==> src/rtl/disaster_sample_scheduler.sv <==
// Round-robin sampler of four hazard sensors on one shared ADC; publishes coherent frames and a persistent-danger alarm.
// Frame latency >= 9 cycles after IDLE; WAIT stalls on adc_valid, bounded by TIMEOUT only when DSS_TIMEOUT_EN is defined.
module disaster_sample_scheduler #(
  parameter int FRAME_PERIOD = 1000,
  parameter int TIMEOUT      = 64,
  parameter int PERSIST      = 3
) (
  input  logic       clk,
  input  logic       rst_n,
  input  logic       enable,
  output logic       adc_start,
  output logic [1:0] adc_ch,
  input  logic       adc_valid,
  input  logic [6:0] adc_data,
  output logic [6:0] rain,
  output logic [4:0] seismic,
  output logic [6:0] wind,
  output logic [6:0] sea,
  output logic       frame_valid,
  input  logic       danger,
  output logic       alarm,
  input  logic       alarm_ack,
  output logic       fault,
  output logic [1:0] fault_ch
);

  localparam int PW = (FRAME_PERIOD > 1) ? $clog2(FRAME_PERIOD) : 1;
  localparam int CW = $clog2(PERSIST + 1);

  if (FRAME_PERIOD < 1 || TIMEOUT < 1 || PERSIST < 1) begin : g_param_err
    $error("disaster_sample_scheduler: FRAME_PERIOD, TIMEOUT and PERSIST must be >= 1");
  end

  typedef enum logic [1:0] {S_IDLE, S_ISSUE, S_WAIT, S_DONE} state_t;

  state_t          state_q, state_d;
  logic [1:0]      ch_q, ch_d;
  logic [PW-1:0]   period_q, period_d;
  logic [6:0]      rain_sh_q, rain_sh_d, wind_sh_q, wind_sh_d, sea_sh_q, sea_sh_d;
  logic [4:0]      seis_sh_q, seis_sh_d;
  logic [6:0]      rain_q, wind_q, sea_q;
  logic [4:0]      seis_q;
  logic [CW-1:0]   persist_q, persist_d;
  logic            alarm_q, alarm_d;
  logic            timeout_hit;
  logic            adv;
  logic            capture;
  logic            load_frame;

  always_comb begin
    state_d    = state_q;
    ch_d       = ch_q;
    period_d   = period_q;
    rain_sh_d  = rain_sh_q;
    seis_sh_d  = seis_sh_q;
    wind_sh_d  = wind_sh_q;
    sea_sh_d   = sea_sh_q;
    adv        = 1'b0;
    capture    = 1'b0;
    load_frame = 1'b0;
    case (state_q)
      S_IDLE: begin
        ch_d = 2'd0;
        if (!enable) begin
          period_d = '0;
        end else if (period_q == PW'(FRAME_PERIOD - 1)) begin
          period_d = '0;
          state_d  = S_ISSUE;
        end else begin
          period_d = period_q + PW'(1);
        end
      end
      S_ISSUE: state_d = S_WAIT;
      S_WAIT: begin
        capture = adc_valid;
        adv     = adc_valid | timeout_hit;
        if (adv) begin
          if (ch_q == 2'd3) begin
            state_d    = S_DONE;
            load_frame = 1'b1;
          end else begin
            ch_d    = ch_q + 2'd1;
            state_d = S_ISSUE;
          end
        end
      end
      S_DONE: begin
        ch_d    = 2'd0;
        state_d = S_IDLE;
      end
      default: state_d = S_IDLE;
    endcase
    if (capture) begin
      case (ch_q)
        2'd0:    rain_sh_d = adc_data;
        2'd1:    seis_sh_d = adc_data[6:2];
        2'd2:    wind_sh_d = adc_data;
        default: sea_sh_d  = adc_data;
      endcase
    end
  end

  // Ack dominates a coincident dangerous frame so the count restarts from zero.
  always_comb begin
    persist_d = persist_q;
    alarm_d   = alarm_q;
    if (alarm_ack) begin
      persist_d = '0;
      alarm_d   = 1'b0;
    end else if (state_q == S_DONE) begin
      if (!danger) begin
        persist_d = '0;
      end else if (persist_q != CW'(PERSIST)) begin
        persist_d = persist_q + CW'(1);
      end
      if (danger && (persist_d == CW'(PERSIST))) begin
        alarm_d = 1'b1;
      end
    end
  end

  always_ff @(posedge clk or negedge rst_n) begin
    if (!rst_n) begin
      state_q   <= S_IDLE;
      ch_q      <= 2'd0;
      period_q  <= '0;
      rain_sh_q <= '0;
      seis_sh_q <= '0;
      wind_sh_q <= '0;
      sea_sh_q  <= '0;
      rain_q    <= '0;
      seis_q    <= '0;
      wind_q    <= '0;
      sea_q     <= '0;
      persist_q <= '0;
      alarm_q   <= 1'b0;
    end else begin
      state_q   <= state_d;
      ch_q      <= ch_d;
      period_q  <= period_d;
      rain_sh_q <= rain_sh_d;
      seis_sh_q <= seis_sh_d;
      wind_sh_q <= wind_sh_d;
      sea_sh_q  <= sea_sh_d;
      persist_q <= persist_d;
      alarm_q   <= alarm_d;
      // Publish from the next-state shadows so the channel-3 sample lands in the same frame.
      if (load_frame) begin
        rain_q <= rain_sh_d;
        seis_q <= seis_sh_d;
        wind_q <= wind_sh_d;
        sea_q  <= sea_sh_d;
      end
    end
  end

`ifdef DSS_TIMEOUT_EN
  localparam int WW = (TIMEOUT > 1) ? $clog2(TIMEOUT) : 1;

  logic [WW-1:0] wait_q, wait_d;
  logic          fault_q, fault_d;
  logic [1:0]    fault_ch_q, fault_ch_d;

  assign timeout_hit = (state_q == S_WAIT) && !adc_valid && (wait_q == WW'(TIMEOUT - 1));

  always_comb begin
    wait_d     = '0;
    fault_d    = fault_q | timeout_hit;
    fault_ch_d = fault_ch_q;
    if ((state_q == S_WAIT) && !adv) begin
      wait_d = wait_q + WW'(1);
    end
    if (timeout_hit) begin
      fault_ch_d = ch_q;
    end
  end

  always_ff @(posedge clk or negedge rst_n) begin
    if (!rst_n) begin
      wait_q     <= '0;
      fault_q    <= 1'b0;
      fault_ch_q <= 2'd0;
    end else begin
      wait_q     <= wait_d;
      fault_q    <= fault_d;
      fault_ch_q <= fault_ch_d;
    end
  end

  assign fault    = fault_q;
  assign fault_ch = fault_ch_q;
`else
  assign timeout_hit = 1'b0;
  assign fault       = 1'b0;
  assign fault_ch    = 2'd0;
`endif

  assign adc_start   = (state_q == S_ISSUE);
  assign adc_ch      = ch_q;
  assign frame_valid = (state_q == S_DONE);
  assign rain        = rain_q;
  assign seismic     = seis_q;
  assign wind        = wind_q;
  assign sea         = sea_q;
  assign alarm       = alarm_q;

endmodule

==> config.mk <==
export PLATFORM = sky130hd
export DESIGN_NAME = disaster_sample_scheduler
export DESIGN_NICKNAME = d
export VERILOG_FILES = /design/src/rtl/disaster_sample_scheduler.sv
export SDC_FILE = /design/constraint.sdc
export NUM_CORES = 1
export LEC_CHECK = 0
export CAP_MARGIN = 20
export CORE_UTILIZATION = 63
export DETAILED_ROUTE_END_ITERATION = 8
export DONT_BUFFER_PORTS = 1
export PLACE_DENSITY = 0.83
export SLEW_MARGIN = 30
export SYNTH_ARGS = -nofsm -noshare
export SYNTH_HDL_FRONTEND = slang
export SYNTH_SLANG_ARGS = --single-unit
==> constraint.sdc <==
create_clock -name clk -period 3.7 [get_ports clk]
set_input_delay 0.37 -clock clk [delete_from_list [all_inputs] [get_ports clk]]
set_output_delay 0.37 -clock clk [all_outputs]
set_load 0.05 [all_outputs]
==> results_dict.tcl, run 1 <==
set metrics [dict create \
    status "complete, no violations" \
    grt_max_degree 70 \
    start_util_pct 67.23 \
    core.rowCount 24 \
    grt_remaining_overflow 0 \
    antenna_found_initial 0 \
    cts_setup_buffers 0 \
    wl_um 5585 \
    worstMarginPinSlew_ps 677.1 \
    reg2reg_setup_slack_ps 1530 \
    ys_warn_count 0 \
    syn_avg_cell_area_um2 13.58 \
    cts_buffers 9 \
    ioPinCount 47 \
    die_h_um 70.87 \
    max_freq_ghz 0.4603 \
    core_um2 4444 \
    synthToLayoutAreaGrowth_pct 10.43 \
    via_count 1726 \
    avgRoutedWirePerCell_um 19.53 \
    drc 0 \
    critical_path_class "register to register" \
    worst_ep_arrival_time_ps 2400 \
    critical_path_required_ps 3930 \
    grt_pass1_vias 1930 \
    setup-violations-final 0 \
    min_path_cells 1 \
    reg2reg_depth 5 \
    r2r-start "adc_ch[0]" \
    insertion_delay_ps 340 \
    ir_worst_vdd_uv 382.9 \
    track_usage_pct 24.98 \
    final_nets 253 \
    portBuffers 0 \
    cts_sinks 69 \
    drt_iter0_drc 82 \
    via_per_inst 6.035 \
    mappedNetlistArea_um2 2988 \
    place.gp.congestion 0.7949 \
    ys_types 33 \
    maxCapViolations 0 \
    clk_pin_slew_ps 70 \
    dr.pass1.iters 6 \
    timing.final.crit_period_ps 2173 \
    dpl.hpwl_um 3640 \
    fin_tns_setup_ps 0 \
    max-slew-margin-rel_pct 54.86 \
    critPathMaxFanout 8 \
    reg2reg_to "wind[6]" \
    clk_path_buf_depth 2 \
    yosysSeqAreaShare_pct 57.79 \
    clock_skew_ps 6.780 \
    power_mw 2.117 \
    postSynthCellCount 220 \
    yosys_register_bits 69 \
    leakage_nw 1.601 \
    min_from "alarm_ack" \
    cts_root_buf "clkbuf_8" \
    hold_viol_final 0 \
    cts_tree "built" \
    power.density_nw_per_um2 641.7 \
    fin_crit_sh_pct 58.72 \
    n_antenna_cell 0 \
    hold_class "primary input to register" \
    grt_pass1_wl_um 9149 \
    rsz0062_at_grt "false" \
    ant_nets 0 \
    fill_cells 303 \
    start_kind "register" \
    dieArea_um2 5022 \
    die_x_um 70.87 \
    layout-drive-gt1-share_pct 32.05 \
    htreeDepth 3 \
    drv_slew 0 \
    min_to "alarm" \
    endpoint_kind "register" \
]
[cells by family after synthesis]
family,Yosys count,share of synthesized area [%]
muxes,55,20.64
DFF,69,57.79
adders and majority gates,11,4.606
buffers and inverters,16,2.638
AOI/OAI and AO/OA,17,3.853
other,1,0.1255
and+or+nand+nor,46,8.878
xor gates and xnor gates,5,1.466
[state kept, by name, summed over array words and instances (netlist names), 5 cells and up]
| signal | count |
|---|---|
| period_q | 10 |
| rain | 7 |
| rain_sh_q | 7 |
| sea | 7 |
| sea_sh_q | 7 |
| wind | 7 |
| wind_sh_q | 7 |
| seis_sh_q | 5 |
| seismic | 5 |
[cell type report]
class	instances	area, µm²	area share (%)
Clock inverter	6	111.4	3.375
Timing Repair Buffer	3	45.04	1.365
Inverter	9	33.78	1.024
Tap cell	52	65.06	1.972
Multi-Input combinational cell	137	1190	36.06
Clock buffer	10	127.6	3.868
Sequential cell	69	1727	52.33
[critical path, stage by stage (launching register included)]
cell and delay, ps:
dfrtp_1 780, inv_1 170, ha_1 250, nand3_2 200, mux2_2 390, mux2_2 270
[per-layer routing]
| layer | global-route usage, % | vias to the layer above | wire (µm) |
|---|---|---|---|
| li1 | - | 791 | - |
| met1 | 27.80 | 865 | 2140 |
| met2 | 41.35 | 54 | 2956 |
| met3 | 8.547 | 16 | 339 |
| met4 | 15.78 | 0 | 148 |
| met5 | 0 | - | 0 |
[stage by stage]
step | setup WS, ps | util [%] | hold WS [ps] | instance area (µm²) | std cells
floorplan | 1781 | - | 74.41 | 2995 | 222
global placement | 1603 | 68.02 | 76.97 | 3023 | 268
detailed placement | 1557 | 68.02 | 76.22 | 3023 | 268
CTS | 1520 | 74.24 | 78.36 | 3299 | 286
global route | 1398 | 74.24 | 80.27 | 3299 | 286
finish | 1527 | 74.24 | 89.11 | 3299 | 286
[cell usage in the layout, fill, tap and decap left out, types with 5 or more instances in the layout]
cell	count
a21oi_1	6
nand2_1	9
nor3_1	5
nor2_1	9
nand3_1	8
clkbuf_8	9
dfrtp_1	69
mux2_2	51
xnor2_1	5
ha_1	11
inv_1	9
[synthesized netlist by cell type]
cell type | n | area, µm²
nand2b_1 | 2 | 12.51
o2bb2ai_1 | 2 | 17.52
and2_1 | 1 | 6.260
nand3_2 | 3 | 30.03
buf_4 | 4 | 30.03
mux2_2 | 51 | 574.3
or4_1 | 2 | 15.01
ha_1 | 11 | 137.6
o21ai_1 | 1 | 5.000
and4_4 | 1 | 11.26
mux2_1 | 2 | 22.52
o31a_1 | 1 | 8.760
nor2_1 | 9 | 33.78
a41oi_2 | 1 | 16.27
o211ai_1 | 1 | 7.510
a31oi_1 | 1 | 6.260
conb_1 | 1 | 3.750
dfrtp_1 | 69 | 1727
buf_2 | 3 | 15.01
nor2b_1 | 2 | 12.51
inv_1 | 9 | 33.78
a21oi_1 | 6 | 30.03
xnor2_1 | 5 | 43.79
nor3_1 | 5 | 25.02
nand3_1 | 8 | 40.04
nor3b_1 | 1 | 7.510
a31o_2 | 1 | 8.760
nand2_1 | 9 | 33.78
o21ai_0 | 3 | 15.01
nor4_1 | 1 | 6.260
nor4bb_4 | 1 | 25.02
mux2i_1 | 2 | 20.02
nand4_1 | 1 | 6.260
[where the power goes]
part	internal, mW	leakage (nW)	switching (mW)
clock	0.448	0.116	0.278
sequential	0.856	0.941	0.105
combinational	0.173	0.544	0.257
total	1.48	1.60	0.640
[timing repair]
action | 4_1_cts | 5_1_grt
hold buffers | 2 | 0
gates resized for setup | 0 | 0
endpoints found under the hold margin | 69 | 0
[how the worst max path moves through the flow]
stage / startpoint / to / cells past startpoint
floorplan: adc_ch[0] / rain[6] / 5
global placement: adc_ch[0] / wind[0] / 5
detailed placement: adc_ch[0] / wind[3] / 5
CTS: adc_ch[0] / rain[4] / 5
global route: state_q[0] / seismic[3] / 5
finish: adc_ch[0] / wind[6] / 5
No activity file was read; power rests on OpenSTA's default activity.
==> inputs of run 2 (changes only) <==
- CORE_UTILIZATION: 63 -> 56
- PLACE_DENSITY: 0.83 -> 0.78
- clock period: 3.7 -> 1.7 ns (I/O delays scaled with it)
==> results_dict.tcl, run 2 (synthesis results as in run 1) <==
set metrics [dict create \
    grt_pass1_vias 1771 \
    maxCapViolations 0 \
    clk_path_buf_depth 2 \
    dr.pass1.iters 4 \
    power.internal_mw 3.382 \
    power.density_nw_per_um2 1349 \
    status "complete, but fails checks" \
    crit_chain "ha_4, buf_4, nand3_1, buf_12, mux2_2" \
    start_kind "register" \
    fin_tns_setup_ps 0 \
    via_count 1762 \
    synthToLayoutAreaGrowth_pct 20.02 \
    combPwrFrac_pct 26.7 \
    ant_nets 0 \
    placed_cells 303 \
    n_antenna_cell 0 \
    violations "negative hold slack" \
    critPathMaxFanout 26 \
    fin_util_pct 70.21 \
    fill_cells 361 \
    drc 0 \
    final_cell_mix "dfrtp_1, mux2_2, buf_4, clkbuf_8, dlygate4sd3_1" \
    leakage_nw 1.711 \
    worst_ep_arrival_time_ps 1880 \
    start_util_pct 58.50 \
    final_nets 278 \
    power.net_switching_mw 1.455 \
    endpoint_kind "register" \
    hold_viol_final 69 \
    die_x_um 75.05 \
    track_usage_pct 20.14 \
    hold_class "primary input to asynchronous set/reset pin" \
    ir_worst_vdd_uv 844.1 \
    via_per_inst 5.356 \
    p_clk_share_pct 31.6 \
    core.rowCount 26 \
    drt_iter0_drc 57 \
    grt_pass1_wl_um 8121 \
    critical_path_class "register to register" \
    insertion_delay_ps 340 \
    cp_slowest_stage_delay_ps 430 \
    reg2reg_to "seismic[4]" \
    critical_path_required_ps 1930 \
    antenna_found_initial 0 \
    cts_setup_buffers 0 \
    fin_crit_sh_pct 96.90 \
    clock_skew_ps 6.584 \
    setup-violations-final 0 \
    drv_slew 0 \
    ioPinCount 47 \
    core_um2 5107 \
    timing.final.crit_period_ps 1647 \
    worstMarginPinSlew_ps 519.6 \
    htreeDepth 3 \
    swShare_pct 30.08 \
    avgRoutedWirePerCell_um 15.60 \
    layout-drive-gt1-share_pct 39.77 \
    dieArea_um2 5632 \
    wl_um 5131 \
    r2r-start "state_q[1]" \
    cts_tree "built" \
    grt_max_degree 70 \
    rsz0062_at_grt "false" \
    max_freq_ghz 0.6071 \
    reg2reg_setup_slack_ps 50 \
    reg2reg_depth 5 \
    dpl.hpwl_um 3397 \
    max-slew-margin-rel_pct 65.36 \
    cts_root_buf "clkbuf_8" \
    grt_remaining_overflow 0 \
    fin_hold_ws_ps -487.0 \
    power_frac_seq_pct 41.7 \
    cts_buffers 9 \
    holdBufCountCts 10 \
    instances_no_fill 329 \
    top_register "period_q" \
    clk_pin_slew_ps 80 \
    portBuffers 0 \
    largest_reg_flops 10 \
    cts_sinks 69 \
    die_h_um 75.05 \
    cp_slowest_cell "dfrtp_1" \
    final_common_cell "dfrtp_1" \
    place.gp.congestion 0.7836 \
]
run 2: cell count changes in the layout (fill, tap and decap cells not counted), moves of 3 or more:
cell and change:
nand3_4 +3, inv_2 +3, ha_1 -3, inv_1 -3, dlygate4sd3_1 +9, buf_4 +15
run 2: how the worst max path moves through the flow:
stage | startpoint | end | slack [ps] | cells after the start
final | state_q[1] | seismic[4] | 50 | 5
after global routing | period_q[0] | state_q[1] | 2 | 5
after CTS | state_q[0] | rain[5] | 10 | 5
after detailed placement | state_q[0] | sea[5] | -50 | 5
after global placement | state_q[0] | wind[6] | -4 | 5
after floorplan | adc_ch[0] | rain[0] | 6 | 4
run 2: layout make-up:
class	instances	area (µm²)	share of cell area, %
clock buffers	10	137.6	3.838
inverters	9	33.78	0.9421
flip-flops and latches	69	1729	48.22
multi-input cells	137	1252	34.93
clock inverters	6	93.84	2.617
well taps	70	87.58	2.442
repair buffers	28	251.5	7.013
run 2: repair_timing:
action	4_1_cts	5_1_grt
pin swaps	0	2
endpoints found under the hold margin	99	69
endpoints found under the setup margin	22	30
gates resized for setup	4	9
run 2: power groups by stage:
stage	registers, mW	logic (mW)	clock network (mW)
global placement	2.03	1.13	0
floorplan	2.07	0.746	0
global route	2.04	1.42	1.61
CTS	2.01	1.21	1.55
detailed placement	2.04	1.16	0
finish	2.02	1.29	1.53
run 2: worst max-delay path: cells and delay by family (launching register included):
kind	cells	cell delay, ps
flip-flops	1	430
buffers and inverters	2	380
multiplexers	1	350
adder cells (fa/ha/maj)	1	220
AND/OR/NAND/NOR	1	150
run 2: routing by layer:
| layer | up-vias | global-route usage [%] | wire length [µm] |
|---|---|---|---|
| li1 | 841 | - | - |
| met1 | 875 | 24.89 | 2292 |
| met2 | 36 | 32.43 | 2508 |
| met3 | 10 | 5.489 | 239 |
| met4 | 0 | 10.69 | 90 |
| met5 | - | 0 | 0 |
run 2: metrics by stage:
stage / setup slack, ps / power (mW) / area, µm²
after floorplan: 5.674 / 2.817 / 3008
after global placement: -3.526 / 3.162 / 3193
after detailed placement: -51.98 / 3.206 / 3193
after CTS: 11.67 / 4.772 / 3545
after global routing: 1.880 / 5.079 / 3586
final: 52.75 / 4.836 / 3586
